### src/rtl/ids_pkg.sv
// Shared types and helpers for the chi-squared window detector.
package ids_pkg;

   typedef enum logic [2:0] {
      StIdle,
      StRd,
      StCap,
      StDiv,
      StAcc,
      StDecide
   } state_e;

   localparam int unsigned SAT_W = 64;

   // Operands are zero-extended narrower values, so the 65-bit sum never wraps.
   function automatic logic [SAT_W-1:0] sat_add(input logic [SAT_W-1:0] a,
                                                input logic [SAT_W-1:0] b,
                                                input logic [SAT_W-1:0] max);
      logic [SAT_W:0] sum;
      sum = {1'b0, a} + {1'b0, b};
      return (sum > {1'b0, max}) ? max : sum[SAT_W-1:0];
   endfunction

endpackage

### src/rtl/ids_seq_div.sv
// Restoring unsigned divider, one quotient bit per cycle; the first bit is
// resolved on the start edge so done follows start by exactly NUM_W cycles.
module ids_seq_div #(
   parameter int unsigned NUM_W = 32,
   parameter int unsigned DEN_W = 16
) (
   input  logic             clk,
   input  logic             rst,
   input  logic             start,
   input  logic             cancel,
   input  logic [NUM_W-1:0] num,
   input  logic [DEN_W-1:0] den,
   output logic [NUM_W-1:0] quot,
   output logic             done
);

   localparam int unsigned CntW = $clog2(NUM_W + 1);

   logic [DEN_W-1:0] r_rem;
   logic [DEN_W-1:0] r_den;
   logic [NUM_W-1:0] r_quo;
   logic [CntW-1:0]  r_cnt;
   logic             r_busy;
   logic             r_done;

   logic [DEN_W-1:0] w_rem_src;
   logic [DEN_W-1:0] w_den;
   logic [NUM_W-1:0] w_quo_src;
   logic [DEN_W:0]   w_shift;
   logic [DEN_W:0]   w_diff;
   logic             w_ge;
   logic [DEN_W-1:0] w_rem_nxt;
   logic [NUM_W-1:0] w_quo_nxt;

   always_comb begin
      w_rem_src = start ? '0 : r_rem;
      w_quo_src = start ? num : r_quo;
      w_den     = start ? den : r_den;
      w_shift   = {w_rem_src, w_quo_src[NUM_W-1]};
      w_diff    = w_shift - {1'b0, w_den};
      w_ge      = (w_shift >= {1'b0, w_den});
      w_rem_nxt = w_ge ? w_diff[DEN_W-1:0] : w_shift[DEN_W-1:0];
      w_quo_nxt = {w_quo_src[NUM_W-2:0], w_ge};
   end

   always_ff @(posedge clk or posedge rst) begin
      if (rst) begin
         r_rem  <= '0;
         r_den  <= '0;
         r_quo  <= '0;
         r_cnt  <= '0;
         r_busy <= 1'b0;
         r_done <= 1'b0;
      end else if (cancel) begin
         r_busy <= 1'b0;
         r_done <= 1'b0;
      end else if (start) begin
         r_rem  <= w_rem_nxt;
         r_quo  <= w_quo_nxt;
         r_den  <= den;
         r_cnt  <= CntW'(NUM_W - 1);
         r_busy <= 1'b1;
         r_done <= 1'b0;
      end else if (r_busy) begin
         r_rem  <= w_rem_nxt;
         r_quo  <= w_quo_nxt;
         r_cnt  <= r_cnt - CntW'(1);
         r_busy <= (r_cnt != CntW'(1));
         r_done <= (r_cnt == CntW'(1));
      end else begin
         r_done <= 1'b0;
      end
   end

   assign quot = r_quo;
   assign done = r_done;

endmodule

### src/rtl/ids_window_detector.sv
// Scans E/O histogram bins, accumulates saturating sum of (O-E)^2/E and makes a
// debounced, hysteretic alarm decision once per window.
module ids_window_detector
   import ids_pkg::*;
#(
   parameter int unsigned     NUM_BINS    = 256,
   parameter int unsigned     ADDR_W      = $clog2(NUM_BINS),
   parameter int unsigned     DATA_W      = 16,
   parameter int unsigned     ACC_W       = 32,
   parameter logic [ACC_W-1:0] THRESH_HI  = ACC_W'(32'h06A9),
   parameter logic [ACC_W-1:0] THRESH_LO  = ACC_W'(32'h06A9),
   parameter bit              ALARM_ABOVE = 1'b1,
   parameter int unsigned     ALARM_COUNT = 1,
   parameter int unsigned     CLEAR_COUNT = 1
) (
   input  logic              clk,
   input  logic              rst,
   input  logic              start,
   input  logic              abort,
   output logic [ADDR_W-1:0] addr_out,
   input  logic [DATA_W-1:0] E_in,
   input  logic [DATA_W-1:0] O_in,
   output logic              busy,
   output logic              done,
   output logic [ACC_W-1:0]  chi_out,
   output logic              window_hit,
   output logic              alarm
);

   localparam int unsigned PW = 2 * DATA_W;

   state_e            r_state, w_state_d;
   logic [ADDR_W-1:0] r_addr;
   logic [ACC_W-1:0]  r_acc, r_term, r_chi;
   logic              r_busy, r_done, r_hit, r_alarm;
   logic [31:0]       r_hit_cnt, r_clr_cnt;
   logic              r_dec_ph, r_trig, r_clr;

   logic [DATA_W-1:0] w_absdiff;
   logic [PW-1:0]     w_d2, w_quot;
   logic              w_div_start, w_div_done, w_last, w_abort, w_trig, w_clr;
   logic [ACC_W-1:0]  w_term_sat, w_acc_sum;

   ids_seq_div #(
      .NUM_W(PW),
      .DEN_W(DATA_W)
   ) u_div (
      .clk   (clk),
      .rst   (rst),
      .start (w_div_start),
      .cancel(abort),
      .num   (w_d2),
      .den   (E_in),
      .quot  (w_quot),
      .done  (w_div_done)
   );

   always_comb begin
      w_absdiff   = (O_in >= E_in) ? (O_in - E_in) : (E_in - O_in);
      w_d2        = PW'(w_absdiff) * PW'(w_absdiff);
      w_abort     = abort && (r_state != StIdle);
      w_div_start = (r_state == StCap) && (E_in != '0) && !abort;
      w_last      = (r_addr == ADDR_W'(NUM_BINS - 1));
      w_term_sat  = (|(w_quot >> ACC_W)) ? '1 : w_quot[ACC_W-1:0];
      w_acc_sum   = ACC_W'(sat_add(64'(r_acc), 64'(r_term), (64'd1 << ACC_W) - 64'd1));
      if (ALARM_ABOVE) begin
         w_trig = (r_acc > THRESH_HI);
         w_clr  = (r_acc < THRESH_LO);
      end else begin
         w_trig = (r_acc <= THRESH_HI);
         w_clr  = (r_acc > THRESH_LO);
      end
   end

   always_comb begin
      w_state_d = r_state;
      if (w_abort) begin
         w_state_d = StIdle;
      end else begin
         unique case (r_state)
            StIdle:   if (start) w_state_d = StRd;
            StRd:     w_state_d = StCap;
            StCap:    w_state_d = (E_in == '0) ? StAcc : StDiv;
            StDiv:    if (w_div_done) w_state_d = StAcc;
            StAcc:    w_state_d = w_last ? StDecide : StRd;
            StDecide: if (r_dec_ph) w_state_d = StIdle;
            default:  w_state_d = StIdle;
         endcase
      end
   end

   always_ff @(posedge clk or posedge rst) begin
      if (rst) begin
         r_state   <= StIdle;
         r_addr    <= '0;
         r_acc     <= '0;
         r_term    <= '0;
         r_chi     <= '0;
         r_busy    <= 1'b0;
         r_done    <= 1'b0;
         r_hit     <= 1'b0;
         r_alarm   <= 1'b0;
         r_hit_cnt <= '0;
         r_clr_cnt <= '0;
         r_dec_ph  <= 1'b0;
         r_trig    <= 1'b0;
         r_clr     <= 1'b0;
      end else begin
         r_state <= w_state_d;
         r_busy  <= (w_state_d != StIdle);
         r_done  <= 1'b0;
         if (w_abort) begin
            r_dec_ph <= 1'b0;
         end else begin
            case (r_state)
               StIdle: if (start) begin
                  r_addr <= '0;
                  r_acc  <= '0;
               end
               StCap:  if (E_in == '0) r_term <= '0;
               StDiv:  if (w_div_done) r_term <= w_term_sat;
               StAcc: begin
                  r_acc <= w_acc_sum;
                  if (!w_last) r_addr <= r_addr + ADDR_W'(1);
               end
               // Compare is registered first; outputs and counters update a cycle later.
               StDecide: if (!r_dec_ph) begin
                  r_dec_ph <= 1'b1;
                  r_trig   <= w_trig;
                  r_clr    <= w_clr;
               end else begin
                  r_dec_ph <= 1'b0;
                  r_done   <= 1'b1;
                  r_chi    <= r_acc;
                  r_hit    <= r_trig;
                  if (!r_alarm) begin
                     r_clr_cnt <= '0;
                     if (!r_trig) begin
                        r_hit_cnt <= '0;
                     end else if (r_hit_cnt + 32'd1 >= ALARM_COUNT) begin
                        r_alarm   <= 1'b1;
                        r_hit_cnt <= '0;
                     end else begin
                        r_hit_cnt <= r_hit_cnt + 32'd1;
                     end
                  end else begin
                     r_hit_cnt <= '0;
                     if (!r_clr) begin
                        r_clr_cnt <= '0;
                     end else if (r_clr_cnt + 32'd1 >= CLEAR_COUNT) begin
                        r_alarm   <= 1'b0;
                        r_clr_cnt <= '0;
                     end else begin
                        r_clr_cnt <= r_clr_cnt + 32'd1;
                     end
                  end
               end
               default: ;
            endcase
         end
      end
   end

   assign addr_out   = r_addr;
   assign busy       = r_busy;
   assign done       = r_done;
   assign chi_out    = r_chi;
   assign window_hit = r_hit;
   assign alarm      = r_alarm;

endmodule

### config.mk
export PLATFORM = sky130hd
export DESIGN_NAME = ids_window_detector
export DESIGN_NICKNAME = d
export VERILOG_FILES = /design/src/rtl/ids_pkg.sv /design/src/rtl/ids_seq_div.sv /design/src/rtl/ids_window_detector.sv
export SDC_FILE = /design/constraint.sdc
export NUM_CORES = 1
export LEC_CHECK = 0
export BUFFER_PORTS_ARGS = -buffer_cell sky130_fd_sc_hd__buf_2
export CELL_PAD_IN_SITES_DETAIL_PLACEMENT = 1
export CELL_PAD_IN_SITES_GLOBAL_PLACEMENT = 1
export CORE_ASPECT_RATIO = 0.6
export CORE_MARGIN = 3
export CORE_UTILIZATION = 50
export DETAILED_ROUTE_END_ITERATION = 8
export GPL_ROUTABILITY_DRIVEN = 0
export PLACE_DENSITY_LB_ADDON = 0.1
export RECOVER_POWER = 100
export SETUP_SLACK_MARGIN = 0.4
export SLEW_MARGIN = 15
export SYNTH_ARGS = -nofsm -noshare
export SYNTH_HDL_FRONTEND = slang
export SYNTH_SLANG_ARGS = --single-unit
export TNS_END_PERCENT = 30
### constraint.sdc
create_clock -name clk -period 11.8 [get_ports clk]
set_input_delay 1.77 -clock clk [delete_from_list [all_inputs] [get_ports clk]]
set_output_delay 1.77 -clock clk [all_outputs]
set_load 0.02 [all_outputs]
* Yosys cells after proc, flatten, opt, wreduce, memory -nomap -nowiden
Cells that the tools add are included.
Storage, ports and cells: flip-flop bits (word level) 250, bits in latches 0, memory bits (writable) 0, ROM bits 0, input bits 36, output and inout bits 44, word-level logic and storage cells 120, memories 0
Cells by class: add/sub/neg operators 8, $mul 1, divide/modulo/power cells 0, magnitude comparators 7, equal/unequal tests 12, shift operators 0, mux-type cells 50, bitwise logic cells 3, reductions and logical operators 19
Operators by type and width (number):
- $mux W32 | 13
- $pmux W32 S2 | 2
- $mux W16 | 6
- $add A32 B1 Y32 const B | 2
- $ge A32 B1 Y1 const B | 2
- $sub A16 B16 Y16 | 3
- $add A32 B32 Y33 | 1
- $gt A33 B32 Y1 const B | 1
- $gt A32 B11 Y1 const B | 1
- $lt A32 B11 Y1 const B | 1
- $mul A16 B16 Y32 | 1
- $mux W3 | 6
- $pmux W3 S6 | 1
- $ge A17 B16 Y1 | 1
- $mux W1 | 17
- $ge A16 B16 Y1 | 1
- $logic_not A16 Y1 | 1
- $mux W8 | 2
- $pmux W8 S2 | 1
- $reduce_bool A16 Y1 | 1
- $mux W6 | 2
- $reduce_and A3 Y1 | 3
- $add A8 B1 Y8 const B | 1
- $eq A8 B8 Y1 const B | 1
- other kinds (16) | 29

* Depth between registers and ports, before layout
depth in word-level cells 8, gate-level depth with buffers 51, depth with buffers taken out 49

* Modules after synthesis
Synthesis repeated with hierarchy kept, for this count alone.
Second synthesis, totals: cells, all modules 2635, area total of the unflattened synthesis 22755.6 sq um
By module, submodules not included:
- ids_window_detector | instances 1, cells each 2130, area an instance 18307.6 sq um, seq. area each 4454.3 sq um
- ids_seq_div | instances 1, cells each 505, area an instance 4448.0 sq um, seq. area each 1801.7 sq um

* Worst setup path before layout
OpenSTA, ideal clock, no wires.
path type input port to flip-flop, start point in E_in[6], end point reg u_div.r_rem[3], library setup time 0.140 ns, arrival time 12.160 ns, required time 11.660 ns, setup slack -0.500 ns, stages 47, buffers on the path 3, cells stage by stage inv_1 ha_1 buf_2 a41o_1 a221o_1 a31oi_2 o21ai_4 clkbuf_1 o31ai_1 xor2_1 inv_2 nand2_1 inv_1 fa_1 inv_1 fa_1 inv_1 fa_1 (+11 left out) o31a_1 nor2_1 a211oi_1 o21ai_0 nor3b_1 o21bai_1 ha_1 nor2b_1 o21ai_0 a21oi_1 o21ai_0 a21oi_1 a221oi_1 nand2b_1 a21oi_1 clkbuf_1 a2bb2oi_1 o32ai_1
On the way: longest elaborated chain between the ends 8, elaborated cells on any way between the ends 18, classes of those cells add/sub: 3; mul: 1; order compare: 2; mux: 7; reduce/logical: 5
RTL lines:
- start, declared | RTL line ids_window_detector.sv:21 | input logic [DATA_W-1:0] E_in,
- $sub A16 B16 Y16 (tied with other cells) | RTL line ids_window_detector.sv:59 | w_absdiff = (O_in >= E_in) ? (O_in - E_in) : (E_in - O_in);
- $mux W16 or $logic_and A1 B1 Y1 (tied branches) | RTL line ids_window_detector.sv:59, ids_window_detector.sv:62
- $mul A16 B16 Y32 or $logic_and A1 B1 Y1 (tied branches) | RTL line ids_window_detector.sv:60, ids_window_detector.sv:62
- $mux W32 (tied with other cells) | RTL line ids_seq_div.sv:37 | w_quo_src = start ? num : r_quo;
- $sub A16 B16 Y16 or $ge A17 B16 Y1 (tied branches) | RTL line ids_seq_div.sv:40, ids_seq_div.sv:41
- $mux W16 | RTL line ids_seq_div.sv:42 | w_rem_nxt = w_ge ? w_diff[DEN_W-1:0] : w_shift[DEN_W-1:0];
- $mux W16 | RTL line ids_seq_div.sv:64 | end else if (r_busy) begin
- $mux W16 | RTL line ids_seq_div.sv:57 | end else if (start) begin
- end signal, assigned | RTL line ids_seq_div.sv:58 | r_rem <= w_rem_nxt;
- end signal, assigned | RTL line ids_seq_div.sv:65 | r_rem <= w_rem_nxt;
- end, declared | RTL line ids_seq_div.sv:19 | logic [DEN_W-1:0] r_rem;
Several ways; a longest one is shown, not always the timed one. The select of a mux whose other input is x is not followed. A chain may end at the register's enable or synchronous reset.

* Final worst setup path
start point in E_in[6], end point reg u_div.r_rem[0]
The elaborated chain is that of the path after synthesis.

==> impl_metrics.py <==
metrics = {
    "setup_path": {
        "worstPathArrival_ns": 12.34,
        "r2r_slack_ns": 6.36,
        "crit_required_ns": 12.27,
        "cp-start-kind": "primary input",
        "cpMostUsedCell": "buf_4",
        "critPathKind": "in2reg",
        "r2r-end": "r_clr_cnt[1]$_DFFE_PP0P_",
        "endpoint_kind": "register",
        "cp_max_fo": 10,
        "reg2reg_depth": 8,
        "critical_path_buf_inv_count": 29,
        "r2r_start": "r_state[0]$_DFF_PP0_",
        "cp_top_family": "buffers and inverters",
        "slowest_stage": "fa_1",
        "max_stage_delay_ns": 0.57,
    },
    "min_path": {
        "hold_start": "chi_out[22]$_DFFE_PP0P_",
        "hold_path_depth": 2,
        "hold_class": "reg2reg",
        "hold_end": "chi_out[22]$_DFFE_PP0P_",
    },
    "detailed_routing": {
        "dr_total_vias": 20695,
        "via_per_inst": 5.98,
        "drt_pass1_iterations": 5,
        "wl_mm": 78.7,
        "drcViolationCount": 0,
        "wire_per_inst_um": 22.7,
        "drtIter0Drc": 1776,
        "antenna_left": 0,
    },
    "global_route": {
        "grt_pass1_vias": 21990,
        "grt_pass1_wl_mm": 121,
        "grt_max_degree": 101,
        "grt-ovfl-total": 0,
        "grtUsageTotal_pct": 32.0,
        "antenna_found_initial": 1,
    },
    "die": {
        "dieArea_um2": 47200,
        "rows": 59,
        "die_y_um": 169,
        "core-area_um2": 43600,
        "start_util_pct": 51.1,
        "ios": 80,
        "die_x_um": 278,
    },
    "synthesis": {
        "avgSynthCellArea_um2": 8.67,
        "syn_inst": 2569,
        "yosys_most_used_dff": "dfrtp_1",
        "ys_warn_count": 0,
        "synth-seq-cells": 250,
        "async_reset_ff_share_pct": 100,
        "syn_area_um2": 22300,
        "synth-seq-area-share_pct": 28.1,
        "synth_nets": 2958,
        "yosysUniqueCellTypes": 77,
        "synth_edf_count": 0,
    },
    "clock_tree": {
        "path_clk_slew_ns": 0.07,
        "clock_latency_ns": 0.55,
        "cts_buffers": 25,
        "cts_tree": "built",
        "clock-sinks": 250,
        "htreeDepth": 1,
        "cts_buffer_depth": 3,
        "cts-root-buf": "clkbuf_16",
    },
    "timing": {
        "rsz0062_at_grt": "true",
        "slew_headroom_pct": -212,
        "clock.fmax_mhz": 84.2,
        "finalClockSkew_ns": 0.0172,
        "setup_ws_ns": -0.0741,
        "setup_viol": 3,
        "timing.final.max_slew_violations": 431,
        "hold_violations": 0,
        "worst_slew_pin_slew_ns": 4.66,
        "period_share_pct": 101,
        "fin_crit_ns": 11.87,
    },
    "placed_design": {
        "dp.final_hpwl_mm": 56.0,
        "port_buffers": 79,
        "pre_cts_ws_ns": -0.730,
        "dp_cells": 3359,
    },
    "cells_and_area": {
        "final_common_cell": "nand2_1",
        "drive_above_1_share_pct": 18.3,
        "areaGrowthSynthToFinish_pct": 20.8,
        "fin_nets": 3249,
        "final_cell_mix": "nand2_1, inv_1, buf_4",
        "layoutNonFillerInstCount": 3459,
    },
    "status": {
        "violations": "capacitance limit, slew limit, setup timing",
        "outcome": "finished, violations left",
    },
    "run": {
        "drv_cap": 6,
    },
}
==> flip-flops by register name, indices dropped and copies added, names as in the netlist, 3 cells and up <==
register,cells
r_hit_cnt,32
u_div.r_rem,16
r_acc,32
r_clr_cnt,32
addr_out,8
u_div.quot,32
u_div.r_den,16
r_state,3
r_term,32
chi_out,32
u_div.r_cnt,6
==> metal layers <==
| metal | share of wire, % | vias to the layer above | GRT usage (%) |
|---|---|---|---|
| met5 | 0 | - | 0 |
| met4 | 2.6 | 0 | 6.11 |
| met3 | 6.3 | 172 | 5.75 |
| met2 | 46 | 671 | 52.0 |
| met1 | 45 | 10669 | 45.5 |
| li1 | - | 9183 | - |
==> Yosys cell counts (26+ instances only) <==
library cell,n,area [µm²]
nand4_1,26,163
o21ai_0,111,556
fa_1,169,3380
ha_1,184,2300
nor2_1,171,642
nor3_1,35,175
nand2_1,384,1440
clkbuf_1,86,323
xor2_1,38,333
a21o_1,47,353
inv_1,315,1180
nor4_1,28,175
a31oi_1,48,300
and2_1,78,488
mux2i_1,32,320
dfrtp_1,250,6260
a21oi_1,158,791
nand3_1,48,240
xnor2_1,68,596
==> per-stage QoR <==
step	util [%]	setup TNS, ns	area (µm²)	hold WS (ns)
2_1_floorplan	-	0	22400	0.439
3_3_place_gp	57.2	-2.78	25000	0.452
3_5_place_dp	57.2	-10.70	25000	0.458
4_1_cts	61.0	0	26600	0.474
5_1_grt	61.6	-3.23	26900	0.512
6_report	61.7	-0.148	26900	0.474
==> logic make-up after synthesis <==
kind of cell             share of synthesized area, %
multiplexers                                     1.97
XOR/XNOR                                         4.29
buffers and inverters                            7.09
adder cells (fa/ha/maj)                          25.5
AO/OA/AOI/OAI                                    14.9
AND/OR/NAND/NOR                                  18.1
flip-flops                                       28.1
==> what timing repair did <==
action,4_1_cts,5_1_grt
setup endpoints to repair,17,17
buffers inserted,39,13
pin swaps,80,43
resized for setup,107,59
hold buffers,0,0
==> worst max path at each step <==
stage	start	to	slack [ns]	cells after the start
detailed placement	O_in[0]	u_div.r_rem[14]$_DFFE_PP0P_	-0.73	49
finish	E_in[6]	u_div.r_rem[0]$_DFFE_PP0P_	-0.07	56
CTS	O_in[0]	u_div.r_rem[14]$_DFFE_PP0P_	0.37	50
global placement	E_in[0]	u_div.r_rem[14]$_DFFE_PP0P_	-0.22	48
floorplan	E_in[6]	u_div.r_rem[14]$_DFFE_PP0P_	0.44	45
global route	E_in[1]	u_div.r_rem[12]$_DFFE_PP0P_	-0.35	45
==> layout make-up <==
cell class	instances	area, µm²
Clock inverter	15	220
Inverter	321	1210
Antenna cell	1	2.50
Sequential cell	250	6260
Multi-Input combinational cell	1900	15200
Timing Repair Buffer	362	2630
Tap cell	579	724
Fill cell	5068	16700
Clock buffer	31	678
==> worst min-delay path: stages, from the launching register on <==
cell and delay [ns]:
dfrtp_1 0.34, nand2_1 0.05, nand2_1 0.05
Power is not shown: default switching activity piles up to over one toggle a cycle in this logic, so the estimate is an artifact.
